==> src/rtl/pbpix_rr_arbiter.sv <==
// Round-robin burst arbiter merging N zero-flagged pixel streams into one registered pbpix stream.
// Optional PBPIX_ARB_ZERO_DROP_EN: zero beats are swallowed instead of forwarded.
module pbpix_rr_arbiter #(
   parameter int unsigned N     = 4,
   parameter int unsigned DW    = 16,
   parameter int unsigned BURST = 4
) (
   input  logic                 i_clk,
   input  logic                 i_rstn,
   input  logic [N-1:0]         in_rdy,
   output logic [N-1:0]         in_ack,
   input  logic [N-1:0]         in_zero,
   input  logic [N*DW-1:0]      in_data,
   output logic                 out_rdy,
   input  logic                 out_ack,
   output logic                 out_zero,
   output logic [DW-1:0]        out_data,
   output logic [$clog2(N)-1:0] out_src
);

   localparam int unsigned SW = $clog2(N);
   localparam int unsigned CW = 8;

   typedef enum logic {S_IDLE, S_LOCK} state_t;

   state_t        state_q, state_d;
   logic [SW-1:0] owner_q, owner_d;
   logic [SW-1:0] ptr_q, ptr_d;
   logic [CW-1:0] cnt_q, cnt_d;
   logic          out_rdy_q, out_rdy_d;
   logic          out_zero_q, out_zero_d;
   logic [DW-1:0] out_data_q, out_data_d;
   logic [SW-1:0] out_src_q, out_src_d;

   logic          slot_free;
   logic          rel;
   logic          pick_vld;
   logic          want;
   logic          drop;
   logic          take;
   logic          load;
   logic          zero_ld;
   logic [SW-1:0] base;
   logic [SW-1:0] pick_idx;
   logic [SW-1:0] sel;
   logic [DW-1:0] sel_data;

   function automatic logic [SW-1:0] wrap_add(input logic [SW-1:0] a, input int unsigned b);
      int unsigned s;
      s = 32'(a) + b;
      if (s >= N) s = s - N;
      return SW'(s);
   endfunction

   // Arbitration, burst tracking and output-register next state
   always_comb begin
      state_d    = state_q;
      owner_d    = owner_q;
      ptr_d      = ptr_q;
      cnt_d      = cnt_q;
      out_rdy_d  = out_rdy_q;
      out_zero_d = out_zero_q;
      out_data_d = out_data_q;
      out_src_d  = out_src_q;
      in_ack     = '0;
      rel        = 1'b0;
      base       = ptr_q;
      pick_vld   = 1'b0;
      pick_idx   = '0;
      want       = 1'b0;
      sel        = owner_q;
      sel_data   = '0;
      drop       = 1'b0;
      zero_ld    = 1'b0;
      take       = 1'b0;
      load       = 1'b0;

      slot_free = !out_rdy_q || out_ack;

      // Release rotates priority so the old owner is scanned last in the same-cycle re-pick
      if (state_q == S_LOCK && !(in_rdy[owner_q] && cnt_q < CW'(BURST))) begin
         rel  = 1'b1;
         base = wrap_add(owner_q, 1);
      end

      for (int k = int'(N) - 1; k >= 0; k--) begin
         if (in_rdy[wrap_add(base, 32'(k))]) begin
            pick_vld = 1'b1;
            pick_idx = wrap_add(base, 32'(k));
         end
      end

      if (state_q == S_LOCK && !rel) begin
         want = 1'b1;
         sel  = owner_q;
      end else if (pick_vld) begin
         want = 1'b1;
         sel  = pick_idx;
      end

      for (int i = 0; i < int'(N); i++) begin
         if (sel == SW'(i)) sel_data = in_data[i*DW +: DW];
      end

`ifdef PBPIX_ARB_ZERO_DROP_EN
      drop    = in_zero[sel];
      zero_ld = 1'b0;
`else
      drop    = 1'b0;
      zero_ld = in_zero[sel];
`endif

      take = want && in_rdy[sel] && (slot_free || drop);
      load = take && !drop;

      if (take && i_rstn) in_ack[sel] = 1'b1;

      if (rel) ptr_d = wrap_add(owner_q, 1);

      if (state_q == S_LOCK && !rel) begin
         if (load) cnt_d = CW'(cnt_q + CW'(1));
      end else if (take) begin
         state_d = S_LOCK;
         owner_d = sel;
         cnt_d   = drop ? '0 : CW'(1);
      end else begin
         state_d = S_IDLE;
         cnt_d   = '0;
      end

      out_rdy_d = load || (out_rdy_q && !out_ack);
      if (load) begin
         out_zero_d = zero_ld;
         out_data_d = sel_data;
         out_src_d  = sel;
      end
   end

   always_ff @(posedge i_clk or negedge i_rstn) begin
      if (!i_rstn) begin
         state_q    <= S_IDLE;
         owner_q    <= '0;
         ptr_q      <= '0;
         cnt_q      <= '0;
         out_rdy_q  <= 1'b0;
         out_zero_q <= 1'b0;
         out_data_q <= '0;
         out_src_q  <= '0;
      end else begin
         state_q    <= state_d;
         owner_q    <= owner_d;
         ptr_q      <= ptr_d;
         cnt_q      <= cnt_d;
         out_rdy_q  <= out_rdy_d;
         out_zero_q <= out_zero_d;
         out_data_q <= out_data_d;
         out_src_q  <= out_src_d;
      end
   end

   assign out_rdy  = out_rdy_q;
   assign out_zero = out_zero_q;
   assign out_data = out_data_q;
   assign out_src  = out_src_q;

endmodule

==> config.mk <==
export PLATFORM = sky130hd
export DESIGN_NAME = pbpix_rr_arbiter
export DESIGN_NICKNAME = d
export VERILOG_FILES = /design/src/rtl/pbpix_rr_arbiter.sv
export SDC_FILE = /design/constraint.sdc
export NUM_CORES = 1
export LEC_CHECK = 0
export CAP_MARGIN = 15
export CORE_MARGIN = 4
export CORE_UTILIZATION = 45
export CTS_BUF_LIST = sky130_fd_sc_hd__clkbuf_8
export DETAILED_ROUTE_END_ITERATION = 6
export GPL_TIMING_DRIVEN = 0
export PLACE_DENSITY = 0.92
export SYNTH_ARGS = -nofsm -noshare
export SYNTH_HDL_FRONTEND = slang
export SYNTH_SLANG_ARGS = --single-unit
==> constraint.sdc <==
create_clock -name i_clk -period 6.41 [get_ports i_clk]
set_input_delay 1.282 -clock i_clk [delete_from_list [all_inputs] [get_ports i_clk]]
set_output_delay 1.282 -clock i_clk [all_outputs]
set_load 0.01 [all_outputs]
; Yosys cells after proc, flatten, opt, wreduce, memory -nomap -nowiden
; Index checks and enable logic that the tools add are counted.
[word_totals]
register_bits = 33
inputBits = 75
out_inout_bits = 24
elab_cells = 96
[classes]
add_sub_neg = 10
order_cmp = 13
eq_ne = 4
muxes = 44
bitwise = 1
reduce_logical = 16
[op_table]
columns = cell, n
row1 = $mux W16, 4
row2 = $mux W2, 12
row3 = $lt A2 B3 Y1 const B, 6
row4 = $mux W1, 17
row5 = $mux W8, 2
row6 = $bmux W1 S2, 7
row7 = $ge A3 B3 Y1 const B, 4
row8 = $sub A2 B1 Y2 const B, 5
row9 = $add A8 B1 Y8 const B, 1
row10 = $logic_and A1 B1 Y1, 8
row11 = $lt A8 B3 Y1 const B, 1
row12 = $add A2 B1 Y3 const B, 2
row13 = $add A2 B2 Y3 const B, 2
row14 = $eq A2 B2 Y1 const B, 2
row15 = $logic_not A1 Y1, 4
row16 = $mux W4, 1
row17 = $ge A2 B3 Y1 const B, 1
row18 = $demux W1 S2, 1
row19 = $eq A2 B1 Y1 const B, 1
row20 = $ge A2 B1 Y1 const B, 1
row21 = $logic_not A2 Y1, 1
row22 = $logic_or A1 B1 Y1, 2
row23 = $ne A2 B2 Y1 const B, 1
row24 = $reduce_and A2 Y1, 1
row25 = $not A1 Y1, 1

; Depth between registers and ports, before layout
[depth]
word_depth = 23
mapped_depth = 11
depth_no_buf = 8

; Worst setup path after synthesis
; No wires, ideal clock.
[synth_timing]
path_kind = input-to-output
startpoint = input in_rdy[3]
endpoint = output in_ack[0]
arrival_ns = 2.953
required_time_ns = 5.128
setup_slack_ns = 2.175
cell_stages = 8
path_buffers = 1
path_cell_list = mux4_2 > nand4_1 > o21ai_0 > a311oi_1 > o21ai_1 > nand2_2 > clkbuf_1 > nor2_1
[synth_via]
elab_chain_cells = 23
word_cells_on_any_way = 55
cone_classes = 7 x add/sub / 6 x order compare / 33 x mux / 9 x reduce/logical
[synth_lines]
columns = element, line
row1 = "start, declared", 10  ; input logic [N-1:0] in_rdy,
row2 = branches (longest 22 deep; another with $add A2 B2 Y3), -
row3 = $mux W4 (*), 116  ; if (take && i_rstn) in_ack[sel] = 1'b1;
row4 = "end, declared", 11  ; output logic [N-1:0] in_ack,
; Mark *: on every way between the ends. The select of a mux whose other input is x is not followed.

; Worst setup path after layout
; Same ends and word-level chain as after synthesis.

==> results.json <==
{
  "synth-main-ff-cell": "dfrtp_1",
  "final_max_slew_viol_count": 0,
  "top_level_ports": 99,
  "slowest_delay_ps": 540,
  "antenna_found_initial": 0,
  "clk_pin_slew_worst_paths_ps": 70,
  "crit_start": "in_rdy[3]",
  "vdd.ir_drop.worst_mv": 0.235,
  "hold_path.class": "reg -> reg",
  "slew_headroom_pct": 48.9,
  "cts_setup_buffers": 0,
  "fp-row-count": 23,
  "end_kind": "output port",
  "ys_warn_count": 0,
  "drt_iter0_drc": 126,
  "setup_tns_ps": 0,
  "grt_pass1_wl_mm": 10.7,
  "track_usage_pct": 25.4,
  "critical_path_required_ps": 5130,
  "via_per_inst": 5.85,
  "postSynth.asyncResetShare_pct": 100,
  "r2r-start": "owner_q[0]",
  "cp_data_arrival_time_ps": 4420,
  "initial_core_util_pct": 48.2,
  "start_kind": "input pin",
  "finish.instance_area_um2": 3170,
  "clockRootBuffer": "clkbuf_8",
  "clockBufferDepth": 2,
  "dieArea_um2": 5570,
  "tightest_slew_ps": 766,
  "r2r_slack_ps": 3410,
  "vias": 2137,
  "syn_inst": 205,
  "rsz0062_at_grt": "no",
  "cts_hold_buf": 0,
  "htreeDepth": 2,
  "cts_buffers": 5,
  "numPortBuffers": 98,
  "wl_per_cell_um": 18.8,
  "regArea_um2": 826,
  "gp_congestion": 0.820,
  "drv_cap": 0,
  "grt_pass1_vias": 2193,
  "firstDrtPassIters": 4,
  "hold_start": "out_src[1]",
  "ys_types": 42,
  "fillers": 305,
  "fin_crit_sh_pct": 88.9,
  "critical_path.top_delay_family": "buffers and inverters",
  "diodes": 0,
  "synth_seq_cells": 33,
  "core_um2": 4140,
  "die_w_um": 74.6,
  "pre_cts_slack_ps": 754,
  "finalNetCount": 390,
  "fin_crit_ps": 5700,
  "p_per_area_nw_per_um2": 350,
  "power_leakage_nw": 1.27,
  "ys_seq_area_share_pct": 41.4,
  "grt_max_degree": 36,
  "timing_hold_violations_final": 0,
  "crit_fanout": 10,
  "holdWs_ps": 501,
  "die_h_um": 74.6,
  "drc_errors": 0,
  "dp_hpwl_mm": 5.24,
  "drive_above_1_share_pct": 8.25,
  "synth_area_um2": 2000,
  "route.antenna.remaining_nets": 0,
  "cts_tree": "done",
  "postPlaceCellArea_um2": 3050,
  "critPathBufInv": 3,
  "crit_slowest_cell": "clkdlybuf4s50_1",
  "syn_to_final_growth_pct": 58.5,
  "setup_violations": 0,
  "report.power.total_mw": 1.11,
  "wirelength_mm": 6.86,
  "cp_common_cell": "clkdlybuf4s50_1",
  "cts_resized": 0,
  "worstSkewPairLatency_ps": 290,
  "clock-sinks": 33,
  "path_cells": "clkdlybuf4s50_1 > mux4_2 > nand4_1 > o21ai_0 > a311oi_1 > o21ai_1 > nand2_2 > clkbuf_1 > nor2_1 > clkdlybuf4s50_1",
  "max_clock_freq_mhz": 175,
  "grt_overflow": 0,
  "synth_edf_count": 0,
  "finalClockSkew_ps": 5.14,
  "path_class": "in -> out",
  "multiInputGateArea_um2": 1080,
  "status": "completed",
  "syn_area_per_cell_um2": 9.74,
  "layout_setup_ws_ps": 712
}
==> cell type report <==
cell class                      instances  share of cell area, %
Tap cell                               50                   1.98
Sequential cell                        33                   26.1
Timing Repair Buffer                   98                   30.8
Clock inverter                          3                   1.46
Inverter                                2                  0.237
Buffer                                 16                   3.12
Multi-Input combinational cell        158                   34.1
Clock buffer                            5                   2.17
==> sequential cells by signal, summed over array words and instances, names as in the netlist <==
signal,cells
ptr_q,2
state_q,1
out_src,2
out_zero,1
out_data,16
owner_q,2
cnt_q,8
out_rdy,1
==> report_power, final <==
part | total [mW] | internal [mW] | switching (mW) | leakage [nW]
Clock | 0.201 | 0.116 | 0.0847 | 0.0543
Sequential | 0.327 | 0.279 | 0.0489 | 0.399
Combinational | 0.580 | 0.296 | 0.284 | 0.815
Total | 1.11 | 0.691 | 0.417 | 1.27
==> layout by cell type (no fill, tap or decap), drive strengths merged, types with 2 or more instances in the layout <==
cell type      count
o211ai            18
nor2              14
a32oi             17
inv                2
nor4               2
and2               3
dfrtp             33
nand2b             7
mux2i             19
conb               5
buf               10
nand3             19
nand2             20
a21oi              4
clkbuf            12
nor2b              2
o21ai              7
mux2               3
clkdlybuf4s50     97
==> metal layers <==
metal | vias to the layer above | share of wire (%) | track usage, %
li1 | 990 | - | -
met1 | 1032 | 36 | 29.1
met2 | 94 | 53 | 44.1
met3 | 21 | 6.6 | 6.14
met4 | 0 | 3.8 | 12.8
met5 | - | 0 | 0
==> worst register-to-register path: cells and delay by family, from the launching register on <==
| family | cells | cell delay (ps) |
|---|---|---|
| mux | 1 | 540 |
| simple gates | 2 | 460 |
| buf+inv | 4 | 640 |
| flops | 1 | 340 |
| compound gates | 3 | 900 |
==> worst paths after layout <==
check | depth (start not counted) | end
worst max-delay path | 10 | in_ack[0]
worst min-delay path | 2 | out_src[1]
worst max register to register | 10 | out_data[13]
worst min register to register | 2 | out_src[1]
max in group asynchronous | 1 | cnt_q[6]
min in group asynchronous | 1 | out_data[6]
==> through the flow <==
stage          std cells  util, %
5_1_grt              365     76.4
4_1_cts              365     76.4
6_report             365     76.4
3_5_place_dp         357     73.6
2_1_floorplan        209        -
3_3_place_gp         357     73.7
==> cell families after synthesis <==
| kind of cell | share of synthesized area [%] |
|---|---|
| simple gates | 18.0 |
| other cells | 0.188 |
| mux | 12.5 |
| flops | 41.4 |
| compound gates | 21.1 |
| buf+inv | 5.33 |
| fa+ha+maj | 0.626 |
| xor+xnor | 0.877 |
==> Yosys cell counts (all sizes together) (2+ instances only) <==
cell | n | area share [%]
and2 | 3 | 0.94
a32oi | 17 | 7.5
o211ai | 18 | 6.8
nand3 | 19 | 4.8
dfrtp | 33 | 41
mux2i | 19 | 9.5
nor2 | 14 | 2.6
clkbuf | 7 | 1.3
mux2 | 3 | 1.9
o21ai | 7 | 1.8
nand2 | 20 | 3.9
a21oi | 4 | 1.0
nor4 | 2 | 0.94
inv | 2 | 0.38
buf | 9 | 3.6
nor2b | 2 | 0.63
nand2b | 7 | 2.2
Note: power is estimated with default switching activity, not from simulation.
==> RTL change 1: new RTL, same settings <==
Build with the macro `PBPIX_ARB_ZERO_DROP_EN` defined.
--- a/src/rtl/pbpix_rr_arbiter.sv
+++ b/src/rtl/pbpix_rr_arbiter.sv
@@ -2,2 +2,4 @@
 // Optional PBPIX_ARB_ZERO_DROP_EN: zero beats are swallowed instead of forwarded.
+`define PBPIX_ARB_ZERO_DROP_EN
+
 module pbpix_rr_arbiter #(
Check against the original RTL: not equivalent (Yosys sat finds a counterexample within 4 cycles, from zero or initial values and one cycle with i_rstn low).
==> RTL change 1 against the original RTL <==
  * Worst setup slack worse by 410 ps
  * Power is 26% higher
  * Sequential cell count is 1 lower
  * Largest cell class unchanged
  * Via count is 8.8% lower
  * Cell area is 3.8% higher
  * Register-to-register slack worse by 750 ps
  * First-iteration DRC count is 32% lower
  * Largest power group unchanged
  * Combinational power is 49% higher
  * Area after synthesis is 7.0% higher
  * Routed wire length is 14% lower
  * Sequential power is 3% higher
==> RTL change 1: results (changes against the original RTL) <==
cts:
  clock_path_buffers: 2  # unchanged
  cts_buffers: 5  # unchanged
synthesis:
  synth_commonest_cells: "mux2i_1 (51), dfrtp_1 (32), nor2_1 (12), mux2_2 (11), o21ai_0 (10)"
  yosysSeqAreaShare_pct: 37.47  # -3.9 points
  syn_area_per_cell_um2: 10.96  # +13%
  synthTopCellsByArea: "dfrtp_1 (37%), mux2i_1 (24%), mux2_2 (5.8%), mux2_4 (5.6%), o21ai_0 (2.3%)"
  synth.distinct_cells: 43  # +2.4%
setup_path:
  rr_worst_depth: 11  # +1
  worstReg2RegEnd: "out_data[12]"
  endpoint: "in_ack[1]"
  r2r_setup_slack_ps: 2660  # -750 ps
  critPathLaunch: "in_rdy[1]"
global_route:
  use_met2_pct: 36.32  # -7.8 points
  grt.total_usage_pct: 20.00  # -5.4 points
  grt_pass1_wl_um: 9342  # -13%
  grt_pass1_vias: 1962  # -11%
  use_met1_pct: 23.04  # -6.0 points
  grt_max_degree: 35  # -2.8%
  grt_use_met3_pct: 5.738  # -0.40 points
route:
  routedWlPerCell_um: 16.55  # -12%
  dr_wl_met2_um: 3090  # -15%
  wl_met1_um: 2370  # -5.3%
  top_layer_used: "met4"
  via_per_inst: 5.487  # -6.3%
  drt_iter0_drc: 86  # -32%
placed_design:
  dp_cells: 348  # -2.5%
  port-buffer-count: 96  # -2.0%
  placed_area_mm2: 0.003177  # +4.1%
  dpl_worst_slack_ps: 4.453  # -749.8 ps
  dp_hpwl_um: 4400  # -16%
  place_congestion: 0.8972  # +9.4%
timing:
  tightest_slew_ps: 891.3  # +125.0 ps
  clock_skew_ps: 5.592  # +0.4510 ps
  period_needed_ps: 6108  # +410.4 ps
finish:
  n_fill_cell: 327  # +7.2%
  nets: 378  # -3.1%
  layout-drive-gt1-share_pct: 13.53  # +5.3 points
  fin_cells: 355  # -2.7%
power_and_ir_drop:
  leakage_nw: 1.469  # +16%
  internal_power_mw: 0.8731  # +26%
run_status:
  status: "finished clean"
==> RTL change 1: area by class of cell <==
type / count / area (um^2) / area share (%)
Clock inverter: 3 / 42.54 / 1.295
Inverter: 3 / 11.26 / 0.3429
Sequential cell: 32 / 800.8 / 24.38
Timing Repair Buffer: 96 / 955.9 / 29.10
Multi-Input combinational cell: 154 / 1282 / 39.05
Tap cell: 52 / 65.06 / 1.981
Buffer: 10 / 57.56 / 1.752
Clock buffer: 5 / 68.82 / 2.095
==> RTL change 1: power groups by stage <==
stage	sequential (mW)	combinational (mW)	clock, mW
after floorplan	0.362	0.537	0
after global placement	0.335	0.847	0
after detailed placement	0.338	0.863	0
after CTS	0.338	0.870	0.193
after global routing	0.349	0.933	0.201
final	0.338	0.862	0.191
==> RTL change 1: worst min-delay path by stage <==
| stage | startpoint | to | slack, ps | depth (start not counted) |
|---|---|---|---|---|
| after floorplan | cnt_q[0] | cnt_q[0] | 520 | 2 |
| after CTS | out_data[9] | out_data[9] | 520 | 1 |
| final | out_data[9] | out_data[9] | 520 | 1 |
| after global routing | out_src[1] | out_src[1] | 530 | 1 |
| after global placement | out_data[0] | out_data[0] | 490 | 1 |
| after detailed placement | out_data[9] | out_data[9] | 500 | 1 |
==> RTL change 1: critical path: stages <==
cell and delay (ps):
clkdlybuf4s50_1 510, mux4_2 550, a31oi_1 300, buf_4 240, mux2_1 360, a21oi_1 240
a32oi_2 200, clkbuf_1 300, nor3_1 260, clkdlybuf4s50_1 580
==> RTL change 1: logic make-up after synthesis <==
logic type / after synthesis / synth area share [%]
mux: 73 / 37.53
simple gates: 41 / 10.19
flops: 32 / 37.47
compound gates: 30 / 9.368
buf+inv: 14 / 3.395
fa+ha+maj: 2 / 1.054
xor+xnor: 2 / 0.8198
other cells: 1 / 0.1755
==> RTL change 2: new RTL, same flow settings <==
Without the edit above. Make the reset (`i_rstn`) synchronous in one clocked block.
--- a/src/rtl/pbpix_rr_arbiter.sv
+++ b/src/rtl/pbpix_rr_arbiter.sv
@@ -138,3 +138,3 @@
 
-   always_ff @(posedge i_clk or negedge i_rstn) begin
+   always_ff @(posedge i_clk) begin
       if (!i_rstn) begin
Behaviour: differs if i_rstn is asserted again (counterexample within 4 cycles, from zero or initial values and one cycle with i_rstn low); with i_rstn held inactive, the same outputs for 4 cycles.
==> RTL change 2 against the original RTL <==
  * Critical path depth down 1
  * Cell count is 7.9% higher
  * Sequential cell count unchanged
  * Cell area increased by 3.9%
  * Routed wire length up 3.2%
  * Worst setup slack got worse by 440 ps
  * Area after synthesis up 8.8%
  * Power is 36% lower
  * Synthesized cell count is 14% higher
  * Hold slack worse by 23 ps
  * Largest power group unchanged
==> RTL change 2: results (changes against the original RTL) <==
finish:
  clk_share_pct: 2.511  # -1.1 points
  n_fill_cell: 353  # +16%
  register_area_um2: 660.6  # -20%
  layout.nonclk_buf_share_pct: 33.07  # -0.89 points
  inverters: 3  # +1
  layout-drive-gt1-share_pct: 14.41  # +6.2 points
  nFlopsAndLatches: 33  # unchanged
  multi_input_area_share_pct: 41.93  # +7.8 points
  nets: 415  # +6.4%
  final_area_mm2: 0.003288  # +3.9%
  multi_input_cells: 182  # +15%
timing:
  clock_skew_ps: 2.534  # -2.608 ps
  tightest_slew_ps: 1044  # +277.5 ps
setup_path:
  cp_max_fo: 10  # unchanged
  critPathSlowestCell: "o41ai_2"
  rr_worst_depth: 9  # -1
  critical_path.top_delay_family: "compound AO/OA/AOI/OAI gates"
synthesis:
  synthMuxAreaShare_pct: 20.05  # +7.5 points
  synthAdderAreaFrac_pct: 0.5760  # -0.051 points
  synth_commonest_cells: "dfxtp_1 (33), nand2_1 (26), mux2i_1 (21), o211ai_1 (21), nor2_1 (16)"
  synth_top_area_share_pct: 30.41  # -11 points
  synth.distinct_cells: 50  # +19%
  synth-compound-area-share_pct: 24.54  # +3.5 points
  synthTopCellsByArea: "dfxtp_1 (30%), mux2i_1 (9.7%), o211ai_2 (8.1%), o211ai_1 (7.3%), mux2_2 (5.2%)"
  synth.most_common_cell: "dfxtp_1"
  yosysSeqAreaShare_pct: 30.41  # -11 points
  synth-xor-area-share_pct: 0.8065  # -0.071 points
placed_design:
  placed_area_mm2: 0.003206  # +5.1%
  dp_hpwl_um: 5478  # +4.6%
  port-buffer-count: 95  # -3.1%
  place_congestion: 0.8670  # +5.7%
route:
  vias: 2275  # +6.5%
  drt_iter0_drc: 209  # +66%
  drt-total-wl_um: 7081  # +3.2%
power_and_ir_drop:
  ir_drop_v: 0.0001747  # -26%
run_status:
  status: "finished clean"
global_route:
  grt_max_degree: 11  # -69%
  grt_pass1_wl_um: 11230  # +4.7%
  grt_pass1_vias: 2401  # +9.5%
  grt.total_usage_pct: 23.41  # -2.0 points
[RTL change 2: tightest hold or removal path, delay by kind of cell (launching register included)]
kind	cells	cell delay [ps]
compound gates	1	60
simple gates	1	60
flops	1	330
[RTL change 2: worst paths after layout]
| kind | from | to | slack [ps] |
|---|---|---|---|
| max | in_rdy[1] | in_ack[1] | 270 |
| min | out_data[8] | out_data[8] | 480 |
| max reg2reg | owner_q[1] | out_data[15] | 3190 |
| min reg2reg | out_data[8] | out_data[8] | 480 |
[RTL change 2: per-stage QoR]
step	utilization, %	setup WS (ps)	hold WS (ps)	std cells	power, mW
after floorplan	-	1597	437.1	237	0.4245
after global placement	68.32	529.7	455.4	386	0.5470
after detailed placement	68.32	429.5	462.9	386	0.5565
after CTS	70.08	384.2	483.3	394	0.7079
after global routing	70.08	69.61	509.0	394	0.7380
final	70.08	267.3	478.6	394	0.7073
[RTL change 2: metal layers]
| layer | up-vias | global-route usage [%] | part of all wire (%) | wire [um] |
|---|---|---|---|---|
| met3 | 12 | 6.265 | 5.6 | 393 |
| met1 | 1104 | 26.20 | 39 | 2758 |
| met4 | 0 | 9.786 | 2.6 | 183 |
| met2 | 84 | 41.62 | 53 | 3746 |
| li1 | 1075 | - | - | - |
| met5 | - | 0 | 0 | 0 |
[RTL change 2: power groups by stage]
stage                     Clock (mW)  Sequential, mW  Combinational [mW]
final                          0.151           0.252               0.304
after global routing           0.160           0.254               0.324
after CTS                      0.154           0.251               0.303
after detailed placement           0           0.255               0.302
after global placement             0           0.254               0.293
after floorplan                    0           0.263               0.161
